`src/rtl/fcpu_pkg.sv`:
```
// Shared AXI response codes, UART register map and FSM state types for the io responder.
package fcpu_pkg;

    typedef enum logic [1:0] {
        OKAY   = 2'b00,
        SLVERR = 2'b10,
        DECERR = 2'b11
    } axi_resp_t;

    localparam logic [1:0] UART_REG_DATA   = 2'd0;
    localparam logic [1:0] UART_REG_STATUS = 2'd1;

    typedef enum logic [1:0] {
        W_IDLE,
        W_DATA,
        W_RESP
    } wr_state_t;

    typedef enum logic {
        R_IDLE,
        R_BEAT
    } rd_state_t;

    function automatic logic uart_reg_mapped(input logic [1:0] sel);
        return (sel == UART_REG_DATA) || (sel == UART_REG_STATUS);
    endfunction

endpackage

```
`src/rtl/io_byte_fifo.sv`:
```
// Small synchronous FIFO with a combinational head; pointers carry an extra MSB
// so full and empty are distinguished without a separate count.
module io_byte_fifo #(
    parameter int WIDTH = 8,
    parameter int DEPTH = 16
) (
    input  logic             clk,
    input  logic             rst,
    input  logic             i_push,
    input  logic [WIDTH-1:0] i_din,
    input  logic             i_pop,
    output logic             o_full,
    output logic             o_empty,
    output logic [WIDTH-1:0] o_head
);

    localparam int AW = $clog2(DEPTH);

    logic [WIDTH-1:0] r_mem [DEPTH];
    logic [AW:0]      r_wr_ptr;
    logic [AW:0]      r_rd_ptr;
    logic             w_push;
    logic             w_pop;

    assign o_empty = (r_wr_ptr == r_rd_ptr);
    assign o_full  = (r_wr_ptr[AW] != r_rd_ptr[AW]) &&
                     (r_wr_ptr[AW-1:0] == r_rd_ptr[AW-1:0]);
    assign w_push  = i_push && !o_full;
    assign w_pop   = i_pop && !o_empty;
    assign o_head  = r_mem[r_rd_ptr[AW-1:0]];

    always_ff @(posedge clk) begin
        if (rst) begin
            r_wr_ptr <= '0;
            r_rd_ptr <= '0;
        end else begin
            if (w_push) r_wr_ptr <= r_wr_ptr + 1'b1;
            if (w_pop)  r_rd_ptr <= r_rd_ptr + 1'b1;
        end
    end

    always_ff @(posedge clk) begin
        if (w_push) r_mem[r_wr_ptr[AW-1:0]] <= i_din;
    end

endmodule

```
`src/rtl/uart_axi_responder.sv`:
```
// AXI4 slave bridging CPU io accesses to UART byte streams (DATA at 0x0, STATUS at 0x4).
// Optional receive buffering is enabled with the UART_AXI_RX_FIFO_EN macro.
module uart_axi_responder
    import fcpu_pkg::*;
#(
    parameter int ID_W     = 4,
    parameter int TX_DEPTH = 16,
    parameter int RX_DEPTH = 16
) (
    input  logic            clk,
    input  logic            rst,
    input  logic [ID_W-1:0] s_awid,
    input  logic [31:0]     s_awaddr,
    input  logic [7:0]      s_awlen,
    input  logic            s_awvalid,
    output logic            s_awready,
    input  logic [31:0]     s_wdata,
    input  logic [3:0]      s_wstrb,
    input  logic            s_wlast,
    input  logic            s_wvalid,
    output logic            s_wready,
    output logic [ID_W-1:0] s_bid,
    output logic [1:0]      s_bresp,
    output logic            s_bvalid,
    input  logic            s_bready,
    input  logic [ID_W-1:0] s_arid,
    input  logic [31:0]     s_araddr,
    input  logic [7:0]      s_arlen,
    input  logic            s_arvalid,
    output logic            s_arready,
    output logic [ID_W-1:0] s_rid,
    output logic [31:0]     s_rdata,
    output logic [1:0]      s_rresp,
    output logic            s_rlast,
    output logic            s_rvalid,
    input  logic            s_rready,
    output logic [7:0]      tx_data,
    output logic            tx_valid,
    input  logic            tx_ready,
    input  logic [7:0]      rx_data,
    input  logic            rx_valid,
    output logic            rx_ready
);

    wr_state_t       r_wr_state;
    logic            r_awready;
    logic [ID_W-1:0] r_awid;
    logic [1:0]      r_wsel;
    logic            r_bvalid;
    axi_resp_t       r_bresp;
    logic [ID_W-1:0] r_bid;

    rd_state_t       r_rd_state;
    logic            r_arready;
    logic [ID_W-1:0] r_rid;
    logic [1:0]      r_rsel;
    logic [7:0]      r_rcnt;
    logic [2:0]      r_status;

    logic            w_tx_full;
    logic            w_tx_empty;
    logic            w_tx_push;
    logic            w_wready;
    logic            w_w_hs;
    logic            w_rd_busy;
    logic            w_rd_data_sel;
    logic            w_r_hs;
    logic            w_rx_pop;
    logic            w_rx_avail;
    logic [7:0]      w_rx_byte;
    logic [2:0]      w_status;
    logic            w_unused;

    assign w_unused = ^{s_awaddr[31:4], s_awaddr[1:0], s_awlen,
                        s_araddr[31:4], s_araddr[1:0], s_wdata[31:8], s_wstrb[3:1]};

    // ---------------- transmit path ----------------
    assign w_wready  = (r_wr_state == W_DATA) && ((r_wsel != UART_REG_DATA) || !w_tx_full);
    assign w_w_hs    = s_wvalid && w_wready;
    assign w_tx_push = w_w_hs && (r_wsel == UART_REG_DATA) && s_wstrb[0];

    io_byte_fifo #(.WIDTH(8), .DEPTH(TX_DEPTH)) u_tx_fifo (
        .clk     (clk),
        .rst     (rst),
        .i_push  (w_tx_push),
        .i_din   (s_wdata[7:0]),
        .i_pop   (tx_ready),
        .o_full  (w_tx_full),
        .o_empty (w_tx_empty),
        .o_head  (tx_data)
    );

    assign tx_valid = !w_tx_empty;

    always_ff @(posedge clk) begin
        if (rst) begin
            r_wr_state <= W_IDLE;
            r_awready  <= 1'b0;
            r_awid     <= '0;
            r_wsel     <= '0;
            r_bvalid   <= 1'b0;
            r_bresp    <= OKAY;
            r_bid      <= '0;
        end else begin
            case (r_wr_state)
                W_IDLE: begin
                    if (r_awready && s_awvalid) begin
                        r_awready  <= 1'b0;
                        r_awid     <= s_awid;
                        r_wsel     <= s_awaddr[3:2];
                        r_wr_state <= W_DATA;
                    end else begin
                        r_awready <= 1'b1;
                    end
                end
                W_DATA: begin
                    if (w_w_hs && s_wlast) begin
                        r_bvalid   <= 1'b1;
                        r_bid      <= r_awid;
                        r_bresp    <= uart_reg_mapped(r_wsel) ? OKAY : DECERR;
                        r_wr_state <= W_RESP;
                    end
                end
                W_RESP: begin
                    if (s_bready) begin
                        r_bvalid   <= 1'b0;
                        r_awready  <= 1'b1;
                        r_wr_state <= W_IDLE;
                    end
                end
                default: r_wr_state <= W_IDLE;
            endcase
        end
    end

    assign s_awready = r_awready;
    assign s_wready  = w_wready;
    assign s_bvalid  = r_bvalid;
    assign s_bresp   = r_bresp;
    assign s_bid     = r_bid;

    // ---------------- receive path ----------------
    assign w_rd_busy     = (r_rd_state == R_BEAT);
    assign w_rd_data_sel = w_rd_busy && (r_rsel == UART_REG_DATA);
    assign w_r_hs        = s_rvalid && s_rready;
    assign w_rx_pop      = w_r_hs && w_rd_data_sel;

`ifdef UART_AXI_RX_FIFO_EN
    logic w_rx_full;
    logic w_rx_empty;

    io_byte_fifo #(.WIDTH(8), .DEPTH(RX_DEPTH)) u_rx_fifo (
        .clk     (clk),
        .rst     (rst),
        .i_push  (rx_valid),
        .i_din   (rx_data),
        .i_pop   (w_rx_pop),
        .o_full  (w_rx_full),
        .o_empty (w_rx_empty),
        .o_head  (w_rx_byte)
    );

    assign rx_ready   = !w_rx_full;
    assign w_rx_avail = !w_rx_empty;
`else
    // Without buffering the receiver holds its byte until the CPU read consumes it.
    logic [32:0] w_unused_rx;

    assign w_unused_rx = {w_rx_pop, RX_DEPTH};
    assign rx_ready    = w_rd_data_sel && s_rready;
    assign w_rx_avail  = rx_valid;
    assign w_rx_byte   = rx_data;
`endif

    assign w_status = {w_tx_empty, w_tx_full, w_rx_avail};

    always_ff @(posedge clk) begin
        if (rst) begin
            r_rd_state <= R_IDLE;
            r_arready  <= 1'b0;
            r_rid      <= '0;
            r_rsel     <= '0;
            r_rcnt     <= '0;
            r_status   <= '0;
        end else begin
            case (r_rd_state)
                R_IDLE: begin
                    if (r_arready && s_arvalid) begin
                        r_arready  <= 1'b0;
                        r_rid      <= s_arid;
                        r_rsel     <= s_araddr[3:2];
                        r_rcnt     <= s_arlen;
                        r_status   <= w_status;
                        r_rd_state <= R_BEAT;
                    end else begin
                        r_arready <= 1'b1;
                    end
                end
                R_BEAT: begin
                    if (w_r_hs) begin
                        if (r_rcnt == 8'd0) begin
                            r_arready  <= 1'b1;
                            r_rd_state <= R_IDLE;
                        end else begin
                            r_rcnt   <= r_rcnt - 8'd1;
                            r_status <= w_status;
                        end
                    end
                end
                default: r_rd_state <= R_IDLE;
            endcase
        end
    end

    assign s_arready = r_arready;
    assign s_rid     = r_rid;
    assign s_rvalid  = w_rd_busy && ((r_rsel != UART_REG_DATA) || w_rx_avail);
    assign s_rlast   = w_rd_busy && (r_rcnt == 8'd0);
    assign s_rresp   = (w_rd_busy && !uart_reg_mapped(r_rsel)) ? DECERR : OKAY;

    always_comb begin
        s_rdata = 32'd0;
        if (w_rd_data_sel && w_rx_avail)
            s_rdata = {24'd0, w_rx_byte};
        else if (w_rd_busy && (r_rsel == UART_REG_STATUS))
            s_rdata = {29'd0, r_status};
    end

endmodule
```
`config.mk`:
```
export PLATFORM = sky130hd
export DESIGN_NAME = uart_axi_responder
export DESIGN_NICKNAME = d
export VERILOG_FILES = /design/src/rtl/fcpu_pkg.sv /design/src/rtl/io_byte_fifo.sv /design/src/rtl/uart_axi_responder.sv
export SDC_FILE = /design/constraint.sdc
export NUM_CORES = 1
export LEC_CHECK = 0
export CAP_MARGIN = 20
export CORE_MARGIN = 1.5
export CORE_UTILIZATION = 49
export CTS_CLUSTER_DIAMETER = 30
export CTS_CLUSTER_SIZE = 12
export DETAILED_ROUTE_END_ITERATION = 16
export GPL_TIMING_DRIVEN = 0
export PLACE_DENSITY = 0.84
export SETUP_SLACK_MARGIN = 0.2
export SLEW_MARGIN = 20
export SYNTH_ARGS = -nofsm -noshare
export SYNTH_HDL_FRONTEND = slang
export SYNTH_SLANG_ARGS = --single-unit
```
`constraint.sdc`:
```
create_clock -name clk -period 2.8 [get_ports clk]
set_clock_uncertainty 0.2 [all_clocks]
set_input_delay 0.56 -clock clk [delete_from_list [all_inputs] [get_ports clk]]
set_output_delay 0.56 -clock clk [all_outputs]
set_load 0.05 [all_outputs]
```
==> results.md, run 1 <==
- Via density: 5.70
- Clock sinks: 176
- FF-to-FF setup slack: 0.32 ns
- Clock transition at path regs: 0.07 ns
- Final worst setup slack: -0.337 ns
- Max-Cap Viols: 0
- Critical path endpoint category: output pin
- IO Count: 202
- Unique masters post-synth: 54
- Tmin final: 3.14 ns
- Register area share after synthesis: 63.4%
- Worst R2R Path Depth: 5
- Drt drc: 0
- Largest fanout on the critical path: 6
- Vias in the first global route: 4,927
- Routed Antenna Nets: 0
- Antenna violations before repair: 0
- CTS Buffer Depth: 2
- Core area: 15,100 sq um
- Wirelength, routed: 17.6 mm
- Outcome: finished, violations left
- Initial Util: 50.1%
- Fill cells: 1,056
- Cell area after placement: 8750 sq um
- Post-route cell area: 9710 sq um
- WL per Instance: 20.6 um
- Critical path arrival: 2.38 ns
- Die X: 127 um
- Pre-antenna DRT Iters: 5
- Setup TNS: -2.27 ns
- Worst Setup Path Type: flip-flop to output pin
- Final hold violation count: 0
- Hold Path Depth: 2
- Worst-skew pair later-pin latency: 0.42 ns
- Via count: 4,849
- Area delta synth->final: 28.1%
- Reg2Reg Launch Point: r_wsel[1]
- CTS root buffer: clkbuf_16
- Largest net degree at the start of global routing: 17
- FP Rows: 45
- Synth Cell Area: 7580 sq um
- GP Congestion: 0.878
- Fin crit share: 112%
- First-pass GRT wire length: 26.2 mm
- Post-DP HPWL: 11.1 mm
- Startpoint types: flip-flop
- CTS tree: built
- EDFF count, synth: 128
- Prevailing post-synth register cell: edfxtp_1
- Die ar.: 16,200 sq um
- Syn Inst Count: 514
- Fin. max-slew vios: 0
- Hold Path Origin: s_rid[0]
- Worst Hold End: s_rid[0]
- Final cell count without fillers: 851
- Hold/Removal Path Class: flip-flop to flip-flop
- Final-report setup violation count: 8
- Relative slew slack: 50.6%
- Share of cells above drive strength 1: 30.0%
- VDD IR-drop max: 0.465 mV
- Util after Layout: 64.1%
- Die height: 127 um
- F_max: 0.319 GHz
- RSZ-0062 raised after global routing: true
- Leakage: 3.42 nW
- H-tree levels: 4
- Hold_buf cts: 0
- CTS Buf Count: 17
- Warnings, synthesis: 0
- Port Buf Inserts: 81
- Final Net Count: 801
- #FFs+latches synth: 176
- Synthesized area per cell: 14.7 sq um
- Crit path required time: 2.04 ns
- GRT Total Usage: 21.6%
- Reg2Reg Capture Point: u_tx_fifo.r_mem[3][0]
- N_diodes: 0
- Pwr Density: 587 nW/um^2
- Async S/R FF share, synth: 0%
- Initial DRC count: 351
- GR Overflow Total: 0
- Cells after DPL: 806
- Worst Tran Pin Value: 0.741 ns
- Violated checks: setup timing
==> cells by family (layout without fill, tap and decap cells) <==
group           Yosys count  count (layout)  synth area share [%]
buf+inv                  64             190                  4.57
fa+ha+maj                 7               7                  1.16
xor+xnor                  6               6                 0.693
flops                   176             176                  63.4
compound gates           59              59                  5.38
other cells               1              24                0.0495
mux                      60              60                  14.7
simple gates            141             141                  10.1
==> worst max-delay path by stage <==
stage                   start         end  slack [ns]  cells after the start
floorplan           flip-flop  tx_data[0]        0.26                      4
global placement    flip-flop  tx_data[7]       -0.59                      4
detailed placement  flip-flop  tx_data[1]       -0.67                      4
CTS                 flip-flop  tx_data[4]       -0.32                      5
global route        flip-flop  tx_data[6]       -0.38                      6
finish              flip-flop  tx_data[6]       -0.34                      6
==> stage by stage <==
stage / hold slack, ns / worst slack, ns / power, mW
2_1_floorplan: 0.244 / 0.262 / 3.31
3_3_place_gp: 0.246 / -0.586 / 3.49
3_5_place_dp: 0.258 / -0.670 / 3.51
4_1_cts: 0.270 / -0.322 / 5.69
5_1_grt: 0.288 / -0.380 / 5.84
6_report: 0.268 / -0.337 / 5.70
==> where the power goes <==
part,switching [mW],internal (mW),total [mW]
Sequential,0.0303,2.82,2.85
Combinational,0.391,0.295,0.686
Clock,1.02,1.15,2.16
==> worst max-delay path, stage by stage (launching register included) <==
cell and delay [ns]:
dfxtp_2 0.33, clkbuf_16 0.16, buf_12 0.12, buf_16 0.12, mux4_2 0.54, mux4_2 0.51, buf_8 0.17
==> registers in the layout (all words and copies together) (netlist names), named ones only <==
name	cells
r_wr_state	2
r_rcnt	8
r_rd_state	1
s_awready	1
s_bvalid	1
s_bid	4
r_awid	4
s_arready	1
u_tx_fifo.r_mem	128
r_status	3
u_tx_fifo.r_rd_ptr	5
s_bresp	1
r_rsel	2
r_wsel	2
u_tx_fifo.r_wr_ptr	5
s_rid	4
==> per-layer routing <==
metal	share of wire (%)	vias up	wire length, um	track usage [%]
met2	54	246	9550	39.5
li1	-	2180	-	-
met4	1.9	0	341	6.95
met5	0	-	0	0
met3	6.1	25	1070	4.06
met1	38	2398	6580	25.8
==> synthesized netlist by cell type, types with 3 or more instances <==
cell,n,share of area (%)
edfxtp_1,128,51
dfxtp_1,48,13
mux4_2,40,12
buf_4,26,2.6
nor2_1,26,1.3
a21oi_1,22,1.5
nand2_1,22,1.1
clkbuf_1,19,0.94
nand2b_1,19,1.6
and3_1,16,1.3
nand3_1,16,1.1
mux2i_1,12,1.6
nor2b_1,11,0.91
and2_1,9,0.74
inv_1,9,0.45
mux2_2,8,1.2
ha_1,7,1.2
buf_2,6,0.40
nor3_1,6,0.40
a22oi_1,5,0.50
o21ai_0,5,0.33
or3_1,5,0.41
xor2_1,5,0.58
a211oi_1,3,0.30
a32o_1,3,0.40
o32ai_1,3,0.35
==> layout by cell type (no fill, tap or decap), drive strengths merged, types with 3 or more instances in the layout <==
cell type	count
a32o	3
mux2	8
clkinv	6
nand3	16
xor2	5
nor2b	11
edfxtp	128
buf	69
nor3	6
o21ai	5
a211oi	3
ha	7
a22oi	5
o32ai	3
nor2	26
or3	5
conb	24
inv	16
clkdlybuf4s50	57
mux4	40
nand2b	19
and3	16
a21oi	23
clkbuf	38
mux2i	12
and2	9
dfxtp	48
nand2	22
==> layout make-up <==
cell class | count | area (sq um) | share of cell area, %
Timing Repair Buffer | 96 | 982 | 10.1
Clock inverter | 13 | 104 | 1.07
Clock buffer | 17 | 425 | 4.38
Multi-Input combinational cell | 297 | 2670 | 27.5
Inverter | 10 | 43.8 | 0.451
Buffer | 54 | 418 | 4.30
Sequential cell | 176 | 4830 | 49.8
Tap cell | 188 | 235 | 2.42
==> repair_timing <==
item | in CTS | in global routing
resized for setup | 191 | 35
gates cloned | 2 | 0
buffers inserted | 6 | 7
setup endpoints to repair | 95 | 95
hold endpoints to repair | 0 | 0
pin swaps | 1 | 3
Power figures use the tool's default switching activity.
==> inputs of run 2 (changes only) <==
CAP_MARGIN = unset   (was 20)
==> results of run 2 <==
Same layout as run 1: the final DEF is identical, and so are final timing and power.
==> inputs of run 3 (changes only) <==
HOLD_SLACK_MARGIN = 0.15   (was unset)
==> results of run 3 <==
Same layout as run 1: the final DEF is identical, and so are final timing and power.
